===== config.mk =====
export PLATFORM = sky130hd
export DESIGN_NAME = mult_unit_flat
export DESIGN_NICKNAME = d
export VERILOG_FILES = /design/src/rtl/mult_unit_pkg.sv /design/src/rtl/mult_unit_if.sv /design/src/rtl/mult_unit.sv /design/src/flat_wrapper.sv
export SDC_FILE = /design/constraint.sdc
export NUM_CORES = 1
export LEC_CHECK = 0
export ABC_AREA = 1
export BUFFER_PORTS_ARGS = -buffer_cell sky130_fd_sc_hd__buf_2
export CORE_MARGIN = 1.5
export CORE_UTILIZATION = 43
export CTS_CLUSTER_DIAMETER = 150
export DETAILED_ROUTE_END_ITERATION = 10
export PLACE_DENSITY_LB_ADDON = 0.12
export SETUP_SLACK_MARGIN = 0.1
export SYNTH_ARGS = -nofsm -noshare
export SYNTH_HDL_FRONTEND = slang
export SYNTH_SLANG_ARGS = --single-unit

===== constraint.sdc =====
create_clock -name clk -period 6.2 [get_ports clk]
set_clock_uncertainty 0.2 [all_clocks]
set_input_delay 0.62 -clock clk [delete_from_list [all_inputs] [get_ports clk]]
set_output_delay 0.62 -clock clk [all_outputs]
set_load 0.02 [all_outputs]

===== src/rtl/mult_unit_pkg.sv =====
// Shared types and constants for the iterative execute-stage multiplier.
package mult_unit_pkg;

  typedef enum logic [1:0] {
    IDLE = 2'd0,
    CALC = 2'd1,
    DONE = 2'd2
  } mult_state_t;

  localparam int MULT_WIDTH          = 32;
  localparam int MULT_BITS_PER_CYCLE = 2;

  function automatic int mult_iters(input int width, input int bits_per_cycle);
    return width / bits_per_cycle;
  endfunction

  // Number of CALC cycles at the default configuration; hazard-unit checks key off this.
  localparam int MULT_ITERS = mult_iters(MULT_WIDTH, MULT_BITS_PER_CYCLE);

endpackage


===== src/rtl/mult_unit_if.sv =====
// Request/response bundle between the execute stage and the multiplier.
interface mult_unit_if #(
  parameter int WIDTH = 32
) ();

  logic             start;
  logic             flush;
  logic [WIDTH-1:0] a;
  logic [WIDTH-1:0] b;
  logic             signed_a;
  logic             signed_b;
  logic             high;
  logic             busy;
  logic             done;
  logic [WIDTH-1:0] result;

  modport master (
    output start, flush, a, b, signed_a, signed_b, high,
    input  busy, done, result
  );

  modport slave (
    input  start, flush, a, b, signed_a, signed_b, high,
    output busy, done, result
  );

endinterface


===== src/rtl/mult_unit.sv =====
// Iterative shift-add multiplier (MUL/MULH/MULHSU/MULHU) retiring BITS_PER_CYCLE
// multiplier bits per cycle on operand magnitudes, sign applied once at the end.
module mult_unit
  import mult_unit_pkg::*;
#(
  parameter int WIDTH          = 32,
  parameter int BITS_PER_CYCLE = 2
) (
  input  logic        clk,
  input  logic        rst,
  mult_unit_if.slave  bus
);

  localparam int ITERS = WIDTH / BITS_PER_CYCLE;
  localparam int PW    = 2 * WIDTH;
  localparam int CW    = (ITERS > 1) ? $clog2(ITERS) : 1;

  generate
    if ((WIDTH % BITS_PER_CYCLE) != 0) begin : g_bad_bits_per_cycle
      $error("mult_unit: BITS_PER_CYCLE must divide WIDTH");
    end
  endgenerate

  function automatic logic [WIDTH-1:0] magnitude(input logic [WIDTH-1:0] x,
                                                 input logic            is_signed);
    return (is_signed && x[WIDTH-1]) ? (~x + WIDTH'(1)) : x;
  endfunction

  mult_state_t      state;
  mult_state_t      state_nxt;
  logic [PW-1:0]    acc;
  logic [PW-1:0]    mcand;
  logic [WIDTH-1:0] mplier;
  logic [CW-1:0]    cnt;
  logic             neg;
  logic             high_sel;
  logic [WIDTH-1:0] result_reg;

  logic             launch;
  logic             last_iter;
  logic [PW-1:0]    partial;
  logic [PW-1:0]    acc_sum;
  logic [PW-1:0]    product;

  // A new operation may be accepted from IDLE or straight out of DONE.
  assign launch    = bus.start && !bus.flush && (state == IDLE || state == DONE);
  assign last_iter = (cnt == CW'(ITERS - 1));

  // mcand is pre-shifted each cycle, so the low multiplier bits weight it directly.
  always_comb begin
    partial = '0;
    for (int i = 0; i < BITS_PER_CYCLE; i++) begin
      if (mplier[i]) begin
        partial = partial + (mcand << i);
      end
    end
    acc_sum = acc + partial;
    product = neg ? (~acc_sum + PW'(1)) : acc_sum;
  end

  always_comb begin
    state_nxt = state;
    case (state)
      IDLE:    if (launch) state_nxt = CALC;
      CALC:    if (last_iter) state_nxt = DONE;
      DONE:    state_nxt = launch ? CALC : IDLE;
      default: state_nxt = IDLE;
    endcase
    if (bus.flush) begin
      state_nxt = IDLE;
    end
  end

  always_ff @(posedge clk) begin
    if (rst) begin
      state      <= IDLE;
      acc        <= '0;
      mcand      <= '0;
      mplier     <= '0;
      cnt        <= '0;
      neg        <= 1'b0;
      high_sel   <= 1'b0;
      result_reg <= '0;
    end else begin
      state <= state_nxt;
      if (launch) begin
        mcand    <= PW'(magnitude(bus.a, bus.signed_a));
        mplier   <= magnitude(bus.b, bus.signed_b);
        neg      <= (bus.signed_a & bus.a[WIDTH-1]) ^ (bus.signed_b & bus.b[WIDTH-1]);
        high_sel <= bus.high;
        acc      <= '0;
        cnt      <= '0;
      end else if (state == CALC && !bus.flush) begin
        acc    <= acc_sum;
        mcand  <= mcand << BITS_PER_CYCLE;
        mplier <= mplier >> BITS_PER_CYCLE;
        cnt    <= cnt + CW'(1);
        if (last_iter) begin
          result_reg <= high_sel ? product[PW-1:WIDTH] : product[WIDTH-1:0];
        end
      end
    end
  end

  // busy covers the launch cycle combinationally so decode stalls immediately.
  assign bus.busy   = (state == CALC) || (state == IDLE && bus.start && !bus.flush);
  assign bus.done   = (state == DONE);
  assign bus.result = result_reg;

endmodule


===== src/flat_wrapper.sv =====
// flat-port wrapper written by rule: the top's interface ports become plain ports
module mult_unit_flat import mult_unit_pkg::*;
#(
  parameter int WIDTH          = 32,
  parameter int BITS_PER_CYCLE = 2
)
  (clk, rst, bus_start, bus_flush, bus_a, bus_b, bus_signed_a, bus_signed_b, bus_high, bus_busy, bus_done, bus_result);
  mult_unit_if #(.WIDTH(WIDTH)) bus_i ();
  input  logic clk;
  input  logic rst;
  input wire logic [$bits(bus_i.start)-1:0] bus_start;
  input wire logic [$bits(bus_i.flush)-1:0] bus_flush;
  input wire logic [$bits(bus_i.a)-1:0] bus_a;
  input wire logic [$bits(bus_i.b)-1:0] bus_b;
  input wire logic [$bits(bus_i.signed_a)-1:0] bus_signed_a;
  input wire logic [$bits(bus_i.signed_b)-1:0] bus_signed_b;
  input wire logic [$bits(bus_i.high)-1:0] bus_high;
  output wire logic [$bits(bus_i.busy)-1:0] bus_busy;
  output wire logic [$bits(bus_i.done)-1:0] bus_done;
  output wire logic [$bits(bus_i.result)-1:0] bus_result;
  assign bus_i.start = bus_start;
  assign bus_i.flush = bus_flush;
  assign bus_i.a = bus_a;
  assign bus_i.b = bus_b;
  assign bus_i.signed_a = bus_signed_a;
  assign bus_i.signed_b = bus_signed_b;
  assign bus_i.high = bus_high;
  assign bus_busy = bus_i.busy;
  assign bus_done = bus_i.done;
  assign bus_result = bus_i.result;
  mult_unit #(.WIDTH(WIDTH), .BITS_PER_CYCLE(BITS_PER_CYCLE)) u_core (.clk(clk), .rst(rst), .bus(bus_i));
endmodule

# Yosys cells after proc, flatten, opt, wreduce, memory -nomap -nowiden
# Cells that the tools add are included.
# totals
output_inout_bits	34
regBits	200
word_cells	57
# op_classes
n_eq_ne	5
n_addsub	6
n_reduce_logical	16
mux	14
bitwise	7
# ops
cell	count
32-bit two-way mux	7
64-bit two-way mux	3
64-bit adder	2
32-bit by 1-bit adder with 32-bit output (second input constant)	2
64-bit by 1-bit adder with 64-bit output (second input constant)	1
32-bit inverter	2
64-bit inverter	1
1-bit logical AND	7
2-bit one-hot mux with 3 select lines	1
4-bit by 1-bit adder with 4-bit output (second input constant)	1
4-bit == test (second input constant)	1
2-bit two-way mux	2
2-bit by 1-bit inequality test with 1-bit output (second input constant)	2
2-bit OR reduction	2
3-bit AND reduction	1
1-bit AND	2
2-bit by 1-bit == test with 1-bit output (second input constant)	1
2-bit == test (second input constant)	1
2-bit logical NOT	1
1-bit logical OR	2
2-bit AND reduction	1
2-bit nonzero test	1
1-bit logical NOT	1
1-bit two-way mux	1
other kinds (2)	2

# Longest topological paths before layout
# logic_depth
depth_word	8
ltp_mapped	49
depth_no_buf	46

# Worst setup path after synthesis
# No wires, ideal clock.
# synth_path
kind	register to register
start	register u_core.mplier[0]
end	register u_core.result_reg[25] (netlist: u_core.bus.result[25])
setup_ns	0.119
stages_incl_launch_ff	45
t_arrival_ns	4.883
path_slack_ns	0.998
required_time_ns	5.881
cell_sequence	dfxtp_1 buf_6 buf_4 clkbuf_1 nand2_1 inv_1 ha_1 a21oi_1 nand2_1 nand2_1 o21ai_1 nand2_1 nand2_1 nand2_1 nand2_1 nand2_1 nand2_1 a21boi_2 [9 not listed] nor2_1 inv_1 nor2_1 and2_1 nand3_1 nand3_1 nand2_1 nand2_2 nand2_1 nor2_1 nand2_1 nor2_1 nand2_1 nand2_2 buf_2 nand4_1 nand3_1 a21oi_1
# synth_via
elab_chain_cells	8
# synth_lines
element	line	source
start, declared	mult_unit.sv:33	logic [WIDTH-1:0] mplier;
start signal, assigned	mult_unit.sv:88	mplier <= magnitude(bus.b, bus.signed_b);
start signal, assigned	mult_unit.sv:96	mplier <= mplier >> BITS_PER_CYCLE;
64-bit two-way mux *	mult_unit.sv:53	if (mplier[i]) begin
64-bit adder	mult_unit.sv:54	partial = partial + (mcand << i);
64-bit two-way mux *	mult_unit.sv:53	
64-bit adder *	mult_unit.sv:57	acc_sum = acc + partial;
64-bit inverter	mult_unit.sv:58	product = neg ? (~acc_sum + PW'(1)) : acc_sum;
64-bit by 1-bit adder with 64-bit output	mult_unit.sv:58	
64-bit two-way mux *	mult_unit.sv:58	
32-bit two-way mux *	mult_unit.sv:99	result_reg <= high_sel ? product[PW-1:WIDTH] : product[WIDTH-1:0];
end signal, assigned	mult_unit.sv:99	
end, declared	mult_unit.sv:37	logic [WIDTH-1:0] result_reg;
# Mark *: on every way between the ends. The rest lies on a longest branch, timed or not.
# A chain may end at the register's enable or synchronous reset.

# Worst setup path in the final report
# layout_path
start	register u_core.mplier[0]
end	register u_core.result_reg[24] (netlist: u_core.bus.result[24])
# The elaborated chain is that of the path after synthesis.

==> reports/qor_table.md <==
| Metric | Reported |
|---|---|
| R2r setup slk | 450 ps |
| Count of synthesis-stage warnings from yosys | 0 |
| Hold Crit Class | input pin to flip-flop |
| Cell variety after synth | 57 |
| Worst voltage drop across the vdd grid | 0.237 mV |
| Number of standard-cell rows in the floorplan | 84 |
| Vias in the first global route | 24200 |
| Area of the multi-input gates | 15900 µm² |
| Number of detailed-routing iterations run before antenna repair | 6 |
| CP max-delay cell | ha_1 |
| CP top delay family | simple AND/OR/NAND/NOR gates |
| Number of stages on the worst hold path | 2 |
| Number of max-slew violations in the final report | 0 |
| Drt wl/cell | 16.7 µm |
| Number of levels in the clock H-tree | 4 |
| Port bufs | 104 |
| Setup CP Type | flip-flop to flip-flop |
| Number of fillers in the final layout | 5870 |
| Fmax | 0.174 GHz |
| CTS clk-pin slew, worst paths | 80 ps |
| Number of cells on the critical path | 35 |
| Global-route wire length before repair | 131 mm |
| Run status | completed |
| Insertion delay of the later-clocked pin in the worst-skew pair | 530 ps |
| Async set-reset flop share out of synthesis | 0 |
| Total Routed Length | 84.6 mm |
| Worst slew margin relative to its limit | 0.365 |
| Number of antenna violations at the first check in global routing | 1 |
| Core area | 52400 µm² |
| Critical Path Sink Type | flip-flop |
| Ratio of cells with drive above 1 in the final layout | 0.123 |
| Net count after synthesis | 4372 |
| Synthesized area per cell | 5.43 µm² |
| Width of the die | 233 µm |
| Clock root buffer | clkbuf_16 |
| DRC errors left | 0 |
| Biggest area contributors in the synthesized netlist | nand2_1 (22%), dfxtp_1 (18%), inv_1 (11%) |
| Via count | 26700 |
| Fraction of the cycle the final worst path needs | 0.927 |
| Worst-case reg-to-reg path depth | 35 |
| Post-route ant nets | 0 |
| Most frequent standard cell in the layout excluding fill and tap cells | nand2_1 |
| Post-route cell area | 26000 µm² |
| Prevailing post-synth register cell | dfxtp_1 |
| Setup TNS | 0 ps |
| Via density per instance | 5.27 |
| Cell mode on critical path | nand2_1 |
| Placement-stage cell area | 24900 µm² |
| Data arrival at the endpoint of the critical path | 5940 ps |
| Largest registers ranked by flip-flop count | u_core.acc (64), u_core.mcand (64) |
| GPL Wtd Cong | 1.01 |
| Count of state elements after synthesis | 200 |
| Antenna diode count | 0 |
| Die Height | 233 µm |
| Clock sink total | 200 |
| Number of DRC markers after the initial detailed-route iteration | 2062 |
| NumNets Final | 4549 |
| Number of top-level pins | 105 |
| CP max stage delay | 490 ps |
| Max-cap violations | 0 |
| Die area | 54400 µm² |
| Mapped cell area | 22800 µm² |
| Hold-fix buffers at CTS | 0 |
| RSZ-0062 raised after global routing | yes |
| Largest net degree at the start of global routing | 116 |
| Total global routing track utilization | 0.311 |
| Dominant cell type by area after synthesis | nand2_1 |
| Worst-margin pin slew | 952 ps |
| Initial cell density of the core | 0.434 |
| Sequential-to-total area share from yosys stat | 0.176 |
| Final setup fails | 0 |
| Hold Violations, Final | 0 |
| Maximum buffer depth of the clock tree | 2 |
| Detail Placement HPWL | 69.2 mm |
| GRT Residual Overflow | 0 |
| Area taken by flip-flops and latches | 4010 µm² |
| Pleak | 0.0136 µW |
| Worst EP required | 6400 ps |
| Kind of launch point of the worst setup path | flip-flop |
| Relative area change from synthesis to final layout | 14.2% |
| Final critical delay including setup and external delays | 5750 ps |
| Crit path buf inv count | 4 |
| Cell count after synthesis | 4191 |
| Post-synth EDFFs | 0 |
| Clock tree from TritonCTS | done |
| Num CTS Buffers | 17 |
| Power density over the cells | 127 nW/µm² |
| Top library cells by usage in the layout, fill and taps aside | nand2_1 (1334), inv_1 (696), nor2_1 (327), a21oi_1 (262), nand3_1 (245) |
| Largest fanout of any net on the critical path | 31 |
| Share of the synthesized area in the top cell type | 0.223 |
## per-layer routing
layer	share of wire	up-vias	global-route usage
met5	0	-	0
met4	0.040	0	0.131
met3	0.059	149	0.0397
met2	0.43	800	0.483
met1	0.47	12000	0.430
li1	-	13800	-
## cells by family (layout without fill, tap and decap cells)
kind of cell / after synthesis / after routing / synth area share
compound gates: 780 / 780 / 0.191
xor+xnor: 65 / 65 / 0.0253
fa+ha+maj: 110 / 110 / 0.0611
buf+inv: 836 / 1026 / 0.140
simple gates: 2200 / 2200 / 0.407
flops: 200 / 200 / 0.176
## metrics by stage
step / hold WS [ps] / power, µW / util / setup slack (ps) / instances
6_report: 73.8 / 3300 / 0.496 / 454 / 5069
5_1_grt: 49.5 / 3460 / 0.496 / 78.0 / 5069
4_1_cts: 36.1 / 3310 / 0.487 / 213 / 5058
3_5_place_dp: 252 / 2110 / 0.476 / 284 / 5026
3_3_place_gp: 250 / 2110 / 0.476 / 276 / 5026
2_1_floorplan: 241 / 1880 / - / 998 / 4191
## cell usage after synthesis (3+ instances only)
library cell,count
nand2_1,1356
inv_1,696
nor2_1,365
a21oi_1,269
o21ai_0,259
nand3_1,249
dfxtp_1,200
ha_1,108
clkbuf_1,88
a31oi_1,71
o211ai_1,65
nand4_1,56
xor2_1,51
o21ai_1,39
nor3_1,38
nand2_2,26
inv_2,22
nor2_2,21
nand3b_1,20
or2_2,20
o22ai_1,19
buf_1,17
a21o_1,15
xnor2_1,13
o21bai_1,11
nand3_2,10
nor4_1,10
nor2_4,9
a21oi_2,6
and2_1,5
buf_2,5
o21ai_2,5
buf_6,4
a211oi_1,3
a21boi_0,3
clkinv_1,3
nor3_2,3
or2_1,3
## path summary, 6_finish.rpt
check	startpoint	endpoint
worst max-delay path	u_core.mplier[0]$_SDFFE_PP0P_	u_core.bus.result[24]$_SDFFE_PP0P_
worst max register to register	u_core.mplier[0]$_SDFFE_PP0P_	u_core.bus.result[24]$_SDFFE_PP0P_
worst min-delay path	bus_flush	u_core.state[0]$_SDFFE_PP0P_
worst min register to register	u_core.mplier[5]$_SDFFE_PP0P_	u_core.mplier[5]$_SDFFE_PP0P_
## repair_timing
action,in CTS,in global routing
endpoints found under the hold margin,0,0
buffers inserted,0,10
endpoints found under the setup margin,0,32
resized for setup,0,127
## final cells by class
type | count | area share
Clock buffer | 17 | 0.0164
Clock inverter | 15 | 0.00727
Inverter | 721 | 0.104
Multi-Input combinational cell | 3155 | 0.613
Sequential cell | 200 | 0.154
Tap cell | 688 | 0.0331
Timing Repair Buffer | 273 | 0.0717
## power by group
group / switching, µW / internal, µW
Clock: 641 / 543
Sequential: 28.4 / 1320
Combinational: 518 / 250
(Power assumes the default switching activity.)
